$ cat src/rtl/bit_ser_operand_tx_if.sv
// Handshake/bus bundle for bit_ser_operand_tx: operand load, serial stream
// to the external adder, returned sum bit and assembled parallel result.
interface bit_ser_operand_tx_if #(
  parameter int WIDTH = 8
);
  logic             start;
  logic [WIDTH-1:0] op_a;
  logic [WIDTH-1:0] op_b;
  logic             ready;
  logic             busy;
  logic             ser_a;
  logic             ser_b;
  logic             ser_valid;
  logic             ser_first;
  logic             sum_in;
  logic [WIDTH-1:0] result;
  logic             done;

  modport master (
    output start, op_a, op_b, sum_in,
    input  ready, busy, ser_a, ser_b,
    input  ser_valid, ser_first, result, done
  );

  modport slave (
    input  start, op_a, op_b, sum_in,
    output ready, busy, ser_a, ser_b,
    output ser_valid, ser_first, result, done
  );
endinterface

$ cat src/rtl/bit_ser_operand_tx.sv
// Serialises two WIDTH-bit operands LSB first to a bit-serial adder and
// reassembles the one-cycle-latent returned sum into a parallel result.
// Ports: clk, clr (sync active-high), bus (slave side of the _if bundle).
module bit_ser_operand_tx #(
  parameter int WIDTH = 8
) (
  input logic                 clk,
  input logic                 clr,
  bit_ser_operand_tx_if.slave bus
);
  localparam int CW = (WIDTH > 2) ? $clog2(WIDTH) : 1;
  localparam logic [CW-1:0] LAST = CW'(WIDTH - 1);

  typedef enum logic [1:0] {
    IDLE  = 2'd0,
    SHIFT = 2'd1,
    DRAIN = 2'd2
  } state_t;

  state_t           r_state;
  logic [WIDTH-1:0] r_sa;
  logic [WIDTH-1:0] r_sb;
  logic [CW-1:0]    r_cnt;
  logic [WIDTH-1:0] r_res;
  logic             r_ready;
  logic             r_busy;
  logic             r_valid;
  logic             r_first;
  logic             r_done;

  // Operand registers shift in zeros, so after WIDTH shifts the
  // serial bits read 0 in DRAIN without extra gating.
  assign bus.ser_a     = r_sa[0];
  assign bus.ser_b     = r_sb[0];
  assign bus.ser_valid = r_valid;
  assign bus.ser_first = r_first;
  assign bus.ready     = r_ready;
  assign bus.busy      = r_busy;
  assign bus.done      = r_done;
  assign bus.result    = r_res;

  always_ff @(posedge clk) begin
    if (clr) begin
      r_state <= IDLE;
      r_sa    <= '0;
      r_sb    <= '0;
      r_cnt   <= '0;
      r_res   <= '0;
      r_ready <= 1'b1;
      r_busy  <= 1'b0;
      r_valid <= 1'b0;
      r_first <= 1'b0;
      r_done  <= 1'b0;
    end else begin
      r_done <= 1'b0;
      unique case (r_state)
        IDLE: begin
          if (bus.start) begin
            r_sa    <= bus.op_a;
            r_sb    <= bus.op_b;
            r_cnt   <= '0;
            r_res   <= '0;
            r_state <= SHIFT;
            r_ready <= 1'b0;
            r_busy  <= 1'b1;
            r_valid <= 1'b1;
            r_first <= 1'b1;
          end
        end
        SHIFT: begin
          r_sa    <= r_sa >> 1;
          r_sb    <= r_sb >> 1;
          r_first <= 1'b0;
          // Sum bit k arrives one edge after bit k+1 is presented.
          if (r_cnt != '0) begin
            r_res <= {bus.sum_in, r_res[WIDTH-1:1]};
          end
          if (r_cnt == LAST) begin
            r_state <= DRAIN;
            r_valid <= 1'b0;
          end else begin
            r_cnt <= r_cnt + 1'b1;
          end
        end
        DRAIN: begin
          r_res   <= {bus.sum_in, r_res[WIDTH-1:1]};
          r_cnt   <= '0;
          r_state <= IDLE;
          r_busy  <= 1'b0;
          r_ready <= 1'b1;
          r_done  <= 1'b1;
        end
        default: begin
          r_state <= IDLE;
          r_ready <= 1'b1;
          r_busy  <= 1'b0;
          r_valid <= 1'b0;
          r_first <= 1'b0;
        end
      endcase
    end
  end
endmodule

$ cat src/flat_wrapper.sv
// flat-port wrapper written by rule: the top's interface ports become plain ports
module bit_ser_operand_tx_flat 
#(
  parameter int WIDTH = 8
)
  (clk, clr, bus_start, bus_op_a, bus_op_b, bus_sum_in, bus_ready, bus_busy, bus_ser_a, bus_ser_b, bus_ser_valid, bus_ser_first, bus_result, bus_done);
  bit_ser_operand_tx_if #(.WIDTH(WIDTH)) bus_i ();
  input logic clk;
  input logic clr;
  input wire logic [$bits(bus_i.start)-1:0] bus_start;
  input wire logic [$bits(bus_i.op_a)-1:0] bus_op_a;
  input wire logic [$bits(bus_i.op_b)-1:0] bus_op_b;
  input wire logic [$bits(bus_i.sum_in)-1:0] bus_sum_in;
  output wire logic [$bits(bus_i.ready)-1:0] bus_ready;
  output wire logic [$bits(bus_i.busy)-1:0] bus_busy;
  output wire logic [$bits(bus_i.ser_a)-1:0] bus_ser_a;
  output wire logic [$bits(bus_i.ser_b)-1:0] bus_ser_b;
  output wire logic [$bits(bus_i.ser_valid)-1:0] bus_ser_valid;
  output wire logic [$bits(bus_i.ser_first)-1:0] bus_ser_first;
  output wire logic [$bits(bus_i.result)-1:0] bus_result;
  output wire logic [$bits(bus_i.done)-1:0] bus_done;
  assign bus_i.start = bus_start;
  assign bus_i.op_a = bus_op_a;
  assign bus_i.op_b = bus_op_b;
  assign bus_i.sum_in = bus_sum_in;
  assign bus_ready = bus_i.ready;
  assign bus_busy = bus_i.busy;
  assign bus_ser_a = bus_i.ser_a;
  assign bus_ser_b = bus_i.ser_b;
  assign bus_ser_valid = bus_i.ser_valid;
  assign bus_ser_first = bus_i.ser_first;
  assign bus_result = bus_i.result;
  assign bus_done = bus_i.done;
  bit_ser_operand_tx #(.WIDTH(WIDTH)) u_core (.clk(clk), .clr(clr), .bus(bus_i));
endmodule
$ cat config.mk
export PLATFORM = sky130hd
export DESIGN_NAME = bit_ser_operand_tx_flat
export DESIGN_NICKNAME = d
export VERILOG_FILES = /design/src/rtl/bit_ser_operand_tx_if.sv /design/src/rtl/bit_ser_operand_tx.sv /design/src/flat_wrapper.sv
export SDC_FILE = /design/constraint.sdc
export NUM_CORES = 1
export LEC_CHECK = 0
export BUFFER_PORTS_ARGS = -buffer_cell sky130_fd_sc_hd__buf_2
export CORE_MARGIN = 3
export CORE_UTILIZATION = 53
export DETAILED_ROUTE_END_ITERATION = 8
export PLACE_DENSITY = 0.75
export RECOVER_POWER = 25
export SYNTH_ARGS = -nofsm -noshare
export SYNTH_HDL_FRONTEND = slang
export SYNTH_SLANG_ARGS = --single-unit
$ cat constraint.sdc
create_clock -name clk -period 2.1 [get_ports clk]
set_clock_uncertainty 0.05 [all_clocks]
set_input_delay 0.105 -clock clk [delete_from_list [all_inputs] [get_ports clk]]
set_output_delay 0.105 -clock clk [all_outputs]
set_load 0.05 [all_outputs]
==> results of run 1 <==
## path summary, 6_finish.rpt
path	from	end	cells after the start
min reg2reg	u_core.bus.ready	u_core.bus.ready	1
min	bus_op_a[3]	u_core.r_sa[3]	3
max	u_core.r_state[0]	u_core.r_sa[1]	7
max reg2reg	u_core.r_state[0]	u_core.r_sa[1]	7
## critical path: stages (launching register included)
cell                       delay [ns]
sky130_fd_sc_hd__dfxtp_1         0.34
sky130_fd_sc_hd__inv_1           0.10
sky130_fd_sc_hd__ha_1            0.41
sky130_fd_sc_hd__nand2_1         0.16
sky130_fd_sc_hd__o21ai_4         0.08
sky130_fd_sc_hd__buf_4           0.28
sky130_fd_sc_hd__nor2_1          0.07
sky130_fd_sc_hd__a211oi_1        0.22
## kinds of logic after synthesis
kind of cell / after synthesis / synth area share (%)
adders and majority gates: 6 / 4.65
AOI/OAI and AO/OA: 39 / 17.7
and+or+nand+nor: 62 / 21.0
buffers and inverters: 17 / 5.81
muxes: 14 / 8.68
DFF: 34 / 42.1
## layout by cell type, fill, tap and decap left out, drive strengths merged, types with 2 or more instances in the layout
| cell type | count |
|---|---|
| a211oi | 16 |
| a21oi | 17 |
| a22oi | 2 |
| buf | 26 |
| clkbuf | 16 |
| clkinvlp | 2 |
| dfxtp | 34 |
| ha | 6 |
| inv | 6 |
| mux2i | 14 |
| nand2 | 13 |
| nand2b | 4 |
| nand3 | 12 |
| nor2 | 22 |
| nor2b | 4 |
| nor3 | 3 |
| o21ai | 2 |
## state kept, by name (all words and copies together), names as in the netlist
register              count
u_core.bus.result         8
u_core.r_sa               8
u_core.r_sb               8
u_core.r_cnt              3
u_core.r_state            2
u_core.bus.busy           1
u_core.bus.done           1
u_core.bus.ready          1
u_core.bus.ser_first      1
u_core.bus.ser_valid      1
## report_power, final
part / leakage (nW) / switching, mW / internal, mW
clock: 0.0374 / 0.235 / 0.250
combinational: 0.392 / 0.205 / 0.109
sequential: 0.279 / 0.0265 / 0.692
total: 0.708 / 0.467 / 1.05
## per-stage QoR
step | util [%] | std cells | hold slack, ns | total power [mW] | setup WS (ns)
2_1_floorplan | - | 172 | 0.127 | 0.987 | 0.414
3_3_place_gp | 62.8 | 229 | 0.305 | 1.03 | 0.421
3_5_place_dp | 62.8 | 229 | 0.316 | 1.05 | 0.324
4_1_cts | 66.0 | 238 | 0.0181 | 1.54 | 0.303
5_1_grt | 65.5 | 238 | 0.0223 | 1.59 | 0.157
6_report | 65.5 | 238 | 0.0314 | 1.52 | 0.292
## area by class of cell
type | instances | area share (%)
repair buffers | 38 | 10.2
clock buffers | 5 | 2.02
flip-flops and latches | 34 | 36.7
well taps | 31 | 2.09
multi-input cells | 121 | 45.3
clock inverters | 3 | 2.43
inverters | 6 | 1.21
## routing by layer
layer / share of wire [%] / wire [um] / vias up / track usage [%]
li1: - / - / 665 / -
met1: 45 / 1430 / 639 / 21.5
met2: 49 / 1580 / 25 / 31.7
met3: 5.0 / 161 / 5 / 5.87
met4: 1.1 / 34 / 0 / 4.64
met5: 0 / 0 / - / 0
==> impl_metrics.sql, run 1 <==
INSERT INTO impl_metrics (metric_group, metric, value, unit) VALUES
('status', 'status', 'complete, no violations', ''),
('timing', 'tightestPinTransition', '0.618', 'ns'),
('die', 'placementRows', '19', ''),
('place', 'gpl.final_weighted_congestion', '0.770', ''),
('synth', 'post_synth_main_area_contributors', 'sky130_fd_sc_hd__dfxtp_1, sky130_fd_sc_hd__mux2i_1, sky130_fd_sc_hd__a211oi_1, sky130_fd_sc_hd__nand3_2, sky130_fd_sc_hd__nor2_1', ''),
('route', 'antenna_left', '0', ''),
('synth', 'syn_area_per_cell', '9.39', 'um^2'),
('route', 'pre_repair_dr_iteration_count', '4', ''),
('finish', 'area.sequential', '681', 'um^2'),
('synth', 'syn_inst', '172', ''),
('clock_tree', 'cts_buffer_depth', '2', ''),
('power_and_ir_drop', 'power_leakage', '0.708', 'nW'),
('synth', 'postSynth.topFlopCell', 'sky130_fd_sc_hd__dfxtp_1', ''),
('finish', 'layout-drive-gt1-share', '26.6', '%'),
('die', 'design.core.area', '2830', 'um^2'),
('route', 'via_count', '1334', ''),
('route', 'remaining_drc_errors', '0', ''),
('clock_tree', 'clock-root-buffer', 'sky130_fd_sc_hd__clkbuf_4', ''),
('synth', 'syn_nets', '198', ''),
('timing', 'hold_violations', '0', ''),
('power_and_ir_drop', 'ir_drop', '0.000474', 'V'),
('grt', 'grt_pass1_vias', '1203', ''),
('clock_tree', 'cts_setup_buffers', '0', ''),
('worst_setup_path', 'worstPathArrival', '2.01', 'ns'),
('clock_tree', 'clkSlewWorstSetupHoldPaths', '0.12', 'ns'),
('timing', 'achievable-frequency', '0.553', 'GHz'),
('route', 'postRouteWirelength', '3.20', 'mm'),
('timing', 'finalMaxSlewViolations', '0', ''),
('worst_setup_path', 'worstSetupPathType', 'flip-flop to flip-flop', ''),
('clock_tree', 'clock_sinks', '34', ''),
('synth', 'synth_largest_type_area_fraction', '42.1', '%'),
('route', 'initialDrtViolationCount', '61', ''),
('timing', 'grt_setup_unrepaired', 'no', ''),
('place', 'placement.io_buffers', '34', ''),
('timing', 'layout_worst_path_cycle_share', '86.1', '%'),
('synth', 'number_of_distinct_library_cells_after_synthesis', '29', ''),
('synth', 'syn_area', '1620', 'um^2'),
('synth', 'edff_count_synth', '0', ''),
('synth', 'ys_seq_area_share', '42.1', '%'),
('die', 'design.die.area', '3750', 'um^2'),
('synth', 'synth_most_common_cell', 'sky130_fd_sc_hd__dfxtp_1', ''),
('grt', 'grt-ovfl-total', '0', ''),
('worst_setup_path', 'worst_setup_path_start_kind', 'flip-flop', ''),
('synth', 'yosys_warning_total', '0', ''),
('power_and_ir_drop', 'cellPowerDensity', '818', 'nW/um^2'),
('route', 'wl_per_cell', '13.4', 'um'),
('finish', 'post-route-cell-area', '1850', 'um^2'),
('clock_tree', 'cts_inserted_buffers', '5', ''),
('grt', 'grt_first_pass_wirelength', '5.13', 'mm'),
('timing', 'worst_slew_margin_rel', '59.0', '%'),
('worst_setup_path', 'timing.reg2reg.setup_slack', '0.29', 'ns'),
('synth', 'synth_top_area_cell', 'sky130_fd_sc_hd__dfxtp_1', ''),
('clock_tree', 'cts_resized', '0', ''),
('finish', 'final_net_count', '232', ''),
('route', 'vias_per_cell', '5.61', ''),
('grt', 'antenna_found_initial', '0', ''),
('finish', 'area_of_the_multi_input_gates', '841', 'um^2'),
('grt', 'global_route_usage_over_all_layers', '18.2', '%'),
('timing', 'setup-violations-final', '0', ''),
('finish', 'fill_cells', '250', ''),
('grt', 'grt_start_max_net_pins', '29', ''),
('synth', 'ys_async_sr_fraction', '0', '%'),
('timing', 'minimum_clock_period', '1.81', 'ns'),
('clock_tree', 'ctsHtreeMaxLevel', '2', ''),
('timing', 'final.setup.tns', '0', 'ns'),
('die', 'die_boundary_height', '61.2', 'um'),
('finish', 'layout-area-overhead-vs-synth', '14.8', '%'),
('clock_tree', 'clk_latency', '0.34', 'ns'),
('clock_tree', 'cts_tree', 'yes', ''),
('worst_setup_path', 'end_kind', 'flip-flop', ''),
('min_path', 'timing.hold.worst.class', 'primary input to flip-flop', ''),
('flow_run', 'timing.max_cap.violations', '0', ''),
('die', 'floorplan.initialDensity', '57.1', '%'),
('finish', 'antenna-diode-count', '0', ''),
('synth', 'synth.ff_latch_count', '34', ''),
('clock_tree', 'post_cts_hold_buffer_count', '1', ''),
('worst_setup_path', 'cp_max_fo', '28', ''),
('place', 'hpwlAfterDp', '2.30', 'mm'),
('synth', 'synth.top_cells.by_count', 'sky130_fd_sc_hd__dfxtp_1, sky130_fd_sc_hd__nor2_1, sky130_fd_sc_hd__a211oi_1', ''),
('worst_setup_path', 'required_time_of_the_worst_setup_path', '2.30', 'ns'),
('die', 'dieWidth', '61.2', 'um'),
('die', 'floorplan.io_pins', '35', ''),
('place', 'postPlaceCellArea', '1780', 'um^2');
No activity file was read; power rests on OpenSTA's default activity.
==> run 2, diff against run 1 <==
--- a/config.mk
+++ b/config.mk
@@ -6,6 +6,7 @@
 export NUM_CORES = 1
 export LEC_CHECK = 0
 export BUFFER_PORTS_ARGS = -buffer_cell sky130_fd_sc_hd__buf_2
+export CORE_ASPECT_RATIO = 0.7
 export CORE_MARGIN = 3
 export CORE_UTILIZATION = 53
 export DETAILED_ROUTE_END_ITERATION = 8
==> run 2 against run 1 <==
Effect of this change: clock-buffer cell count up 1; final cell count up 1.3%; global-route usage grew 0.76 points; combinational power is 1% lower; fmax is 1.7% lower; first-iteration DRC count up 41%; sequential share of layout area is essentially flat; critical path type unchanged; largest cell class unchanged.
==> impl_metrics.sql, run 2 (synthesis results as in run 1) <==
INSERT INTO impl_metrics (metric_group, metric, value, unit) VALUES
('clock_tree', 'clkSlewWorstSetupHoldPaths', '0.07', 'ns'),
('worst_setup_path', 'worst_r2r_startpoint', 'u_core.r_state[1]', ''),
('grt', 'grt_pass1_vias', '1264', ''),
('worst_setup_path', 'crit_slowest_cell', 'sky130_fd_sc_hd__o21ai_4', ''),
('route', 'postRouteWirelength', '3.28', 'mm'),
('timing', 'minimum_clock_period', '1.84', 'ns'),
('grt', 'grt-ovfl-total', '0', ''),
('place', 'gpl.final_weighted_congestion', '0.777', ''),
('route', 'via_count', '1310', ''),
('grt', 'grt_start_max_net_pins', '29', ''),
('worst_setup_path', 'cp_max_fo', '28', ''),
('finish', 'commonest_non_fill_non_tap_cell_in_the_layout', 'sky130_fd_sc_hd__dfxtp_1', ''),
('finish', 'layout.cells.most_common_list', 'sky130_fd_sc_hd__dfxtp_1, sky130_fd_sc_hd__buf_2, sky130_fd_sc_hd__nor2_1, sky130_fd_sc_hd__a211oi_1, sky130_fd_sc_hd__mux2i_1', ''),
('power_and_ir_drop', 'pwr-share-seq', '47.1', '%'),
('power_and_ir_drop', 'cellPowerDensity', '824', 'nW/um^2'),
('die', 'design.die.area', '3760', 'um^2'),
('status', 'status', 'complete, no violations', ''),
('power_and_ir_drop', 'ir_drop', '0.000448', 'V'),
('route', 'vias_per_cell', '5.44', ''),
('place', 'dp.cells', '233', ''),
('clock_tree', 'clock-root-buffer', 'sky130_fd_sc_hd__clkbuf_8', ''),
('clock_tree', 'ctsHtreeMaxLevel', '2', ''),
('power_and_ir_drop', 'netSwitchingPower', '0.468', 'mW'),
('clock_tree', 'cts_resized', '0', ''),
('finish', 'antenna-diode-count', '0', ''),
('place', 'postPlaceCellArea', '1770', 'um^2'),
('clock_tree', 'cts_buffer_depth', '2', ''),
('timing', 'grt_setup_unrepaired', 'no', ''),
('power_and_ir_drop', 'cell_internal_pwr', '1.06', 'mW'),
('place', 'placement.setup.worst_slack', '0.282', 'ns'),
('worst_setup_path', 'critical_path.max_stage_delay', '0.55', 'ns'),
('clock_tree', 'clock_sinks', '34', ''),
('power_and_ir_drop', 'power_frac_comb', '20.3', '%'),
('route', 'wl_per_cell', '13.6', 'um'),
('timing', 'achievable-frequency', '0.544', 'GHz'),
('flow_run', 'timing.max_cap.violations', '0', ''),
('power_and_ir_drop', 'netSwitchingFraction', '30.6', '%'),
('power_and_ir_drop', 'pwr-share-clk', '32.7', '%'),
('timing', 'final.setup.tns', '0', 'ns'),
('power_and_ir_drop', 'power_leakage', '0.709', 'nW'),
('finish', 'layout-area-overhead-vs-synth', '14.9', '%'),
('worst_setup_path', 'timing.critical_path.from', 'u_core.r_state[1]', ''),
('timing', 'tightestPinTransition', '0.640', 'ns'),
('timing', 'post_route_hold_slack', '0.0254', 'ns'),
('finish', 'final_net_count', '230', ''),
('place', 'placement.io_buffers', '34', ''),
('min_path', 'timing.hold.worst.class', 'primary input to flip-flop', ''),
('die', 'floorplan.initialDensity', '56.8', '%'),
('clock_tree', 'cts_tree', 'yes', ''),
('worst_setup_path', 'end_kind', 'flip-flop', ''),
('grt', 'grt_first_pass_wirelength', '5.58', 'mm'),
('die', 'die_boundary_height', '52.2', 'um'),
('die', 'floorplan.io_pins', '35', ''),
('timing', 'hold_violations', '0', ''),
('worst_setup_path', 'required_time_of_the_worst_setup_path', '2.24', 'ns'),
('timing', 'setup_ws', '0.260', 'ns'),
('clock_tree', 'clk_latency', '0.28', 'ns'),
('timing', 'finalMaxSlewViolations', '0', ''),
('die', 'design.core.area', '2840', 'um^2'),
('timing', 'setup-violations-final', '0', ''),
('finish', 'layout-drive-gt1-share', '26.3', '%'),
('die', 'placementRows', '16', ''),
('timing', 'layout_worst_path_cycle_share', '87.6', '%'),
('clock_tree', 'post_cts_hold_buffer_count', '0', ''),
('place', 'hpwlAfterDp', '2.37', 'mm'),
('timing', 'worst_slew_margin_rel', '57.2', '%'),
('route', 'initialDrtViolationCount', '86', ''),
('worst_setup_path', 'worst_setup_path_start_kind', 'flip-flop', ''),
('finish', 'post-route-cell-area', '1860', 'um^2'),
('worst_setup_path', 'worstSetupPathType', 'flip-flop to flip-flop', ''),
('worst_setup_path', 'timing.reg2reg.setup_slack', '0.26', 'ns'),
('min_path', 'hold_start', 'bus_sum_in', ''),
('die', 'dieWidth', '72.0', 'um'),
('route', 'remaining_drc_errors', '0', ''),
('clock_tree', 'cts_setup_buffers', '0', ''),
('grt', 'global_route_usage_over_all_layers', '19.0', '%'),
('power_and_ir_drop', 'power', '1.53', 'mW'),
('worst_setup_path', 'worstPathCellList', 'inv_1 -> ha_1 -> inv_2 -> o21ai_4 -> nor2_1 -> a211oi_1', ''),
('grt', 'antenna_found_initial', '0', ''),
('worst_setup_path', 'worstPathArrival', '1.98', 'ns'),
('finish', 'final_cells', '241', ''),
('route', 'pre_repair_dr_iteration_count', '4', ''),
('clock_tree', 'cts_inserted_buffers', '5', ''),
('route', 'antenna_left', '0', ''),
('finish', 'final_core_util', '65.3', '%');
==> run 2: worst max-delay path: cells and delay by family (launching register included) <==
family	cells	cell delay [ns]
flip-flops	1	0.33
AO/OA/AOI/OAI	2	0.78
adder cells (fa/ha/maj)	1	0.31
AND/OR/NAND/NOR	1	0.10
buffers and inverters	2	0.20
==> run 2: power by group through the flow <==
stage,registers (mW),clock network [mW],logic [mW]
6_report,0.719,0.499,0.310
5_1_grt,0.724,0.529,0.345
4_1_cts,0.719,0.512,0.316
3_5_place_dp,0.734,0,0.313
3_3_place_gp,0.730,0,0.301
2_1_floorplan,0.774,0,0.213
==> run 2: metal layers <==
metal | GRT usage [%] | share of wire (%)
met5 | 0 | 0
met4 | 7.19 | 0.76
met3 | 5.56 | 6.1
met2 | 30.0 | 44
met1 | 24.5 | 49
==> run 2: cell type report <==
| cell class | count | area, um^2 |
|---|---|---|
| clock buffer | 6 | 82.6 |
| clock inverter | 2 | 12.5 |
| fill | 244 | 987 |
| inverter | 6 | 22.5 |
| multi-input combinational | 121 | 841 |
| sequential | 34 | 681 |
| tap | 36 | 45.0 |
| timing repair buffer | 36 | 171 |
==> run 2: worst paths after layout <==
path | endpoint | cells past startpoint
min reg2reg | u_core.bus.ready | 1
max | u_core.r_sa[0] | 6
max reg2reg | u_core.r_sa[0] | 6
min | u_core.bus.result[7] | 3
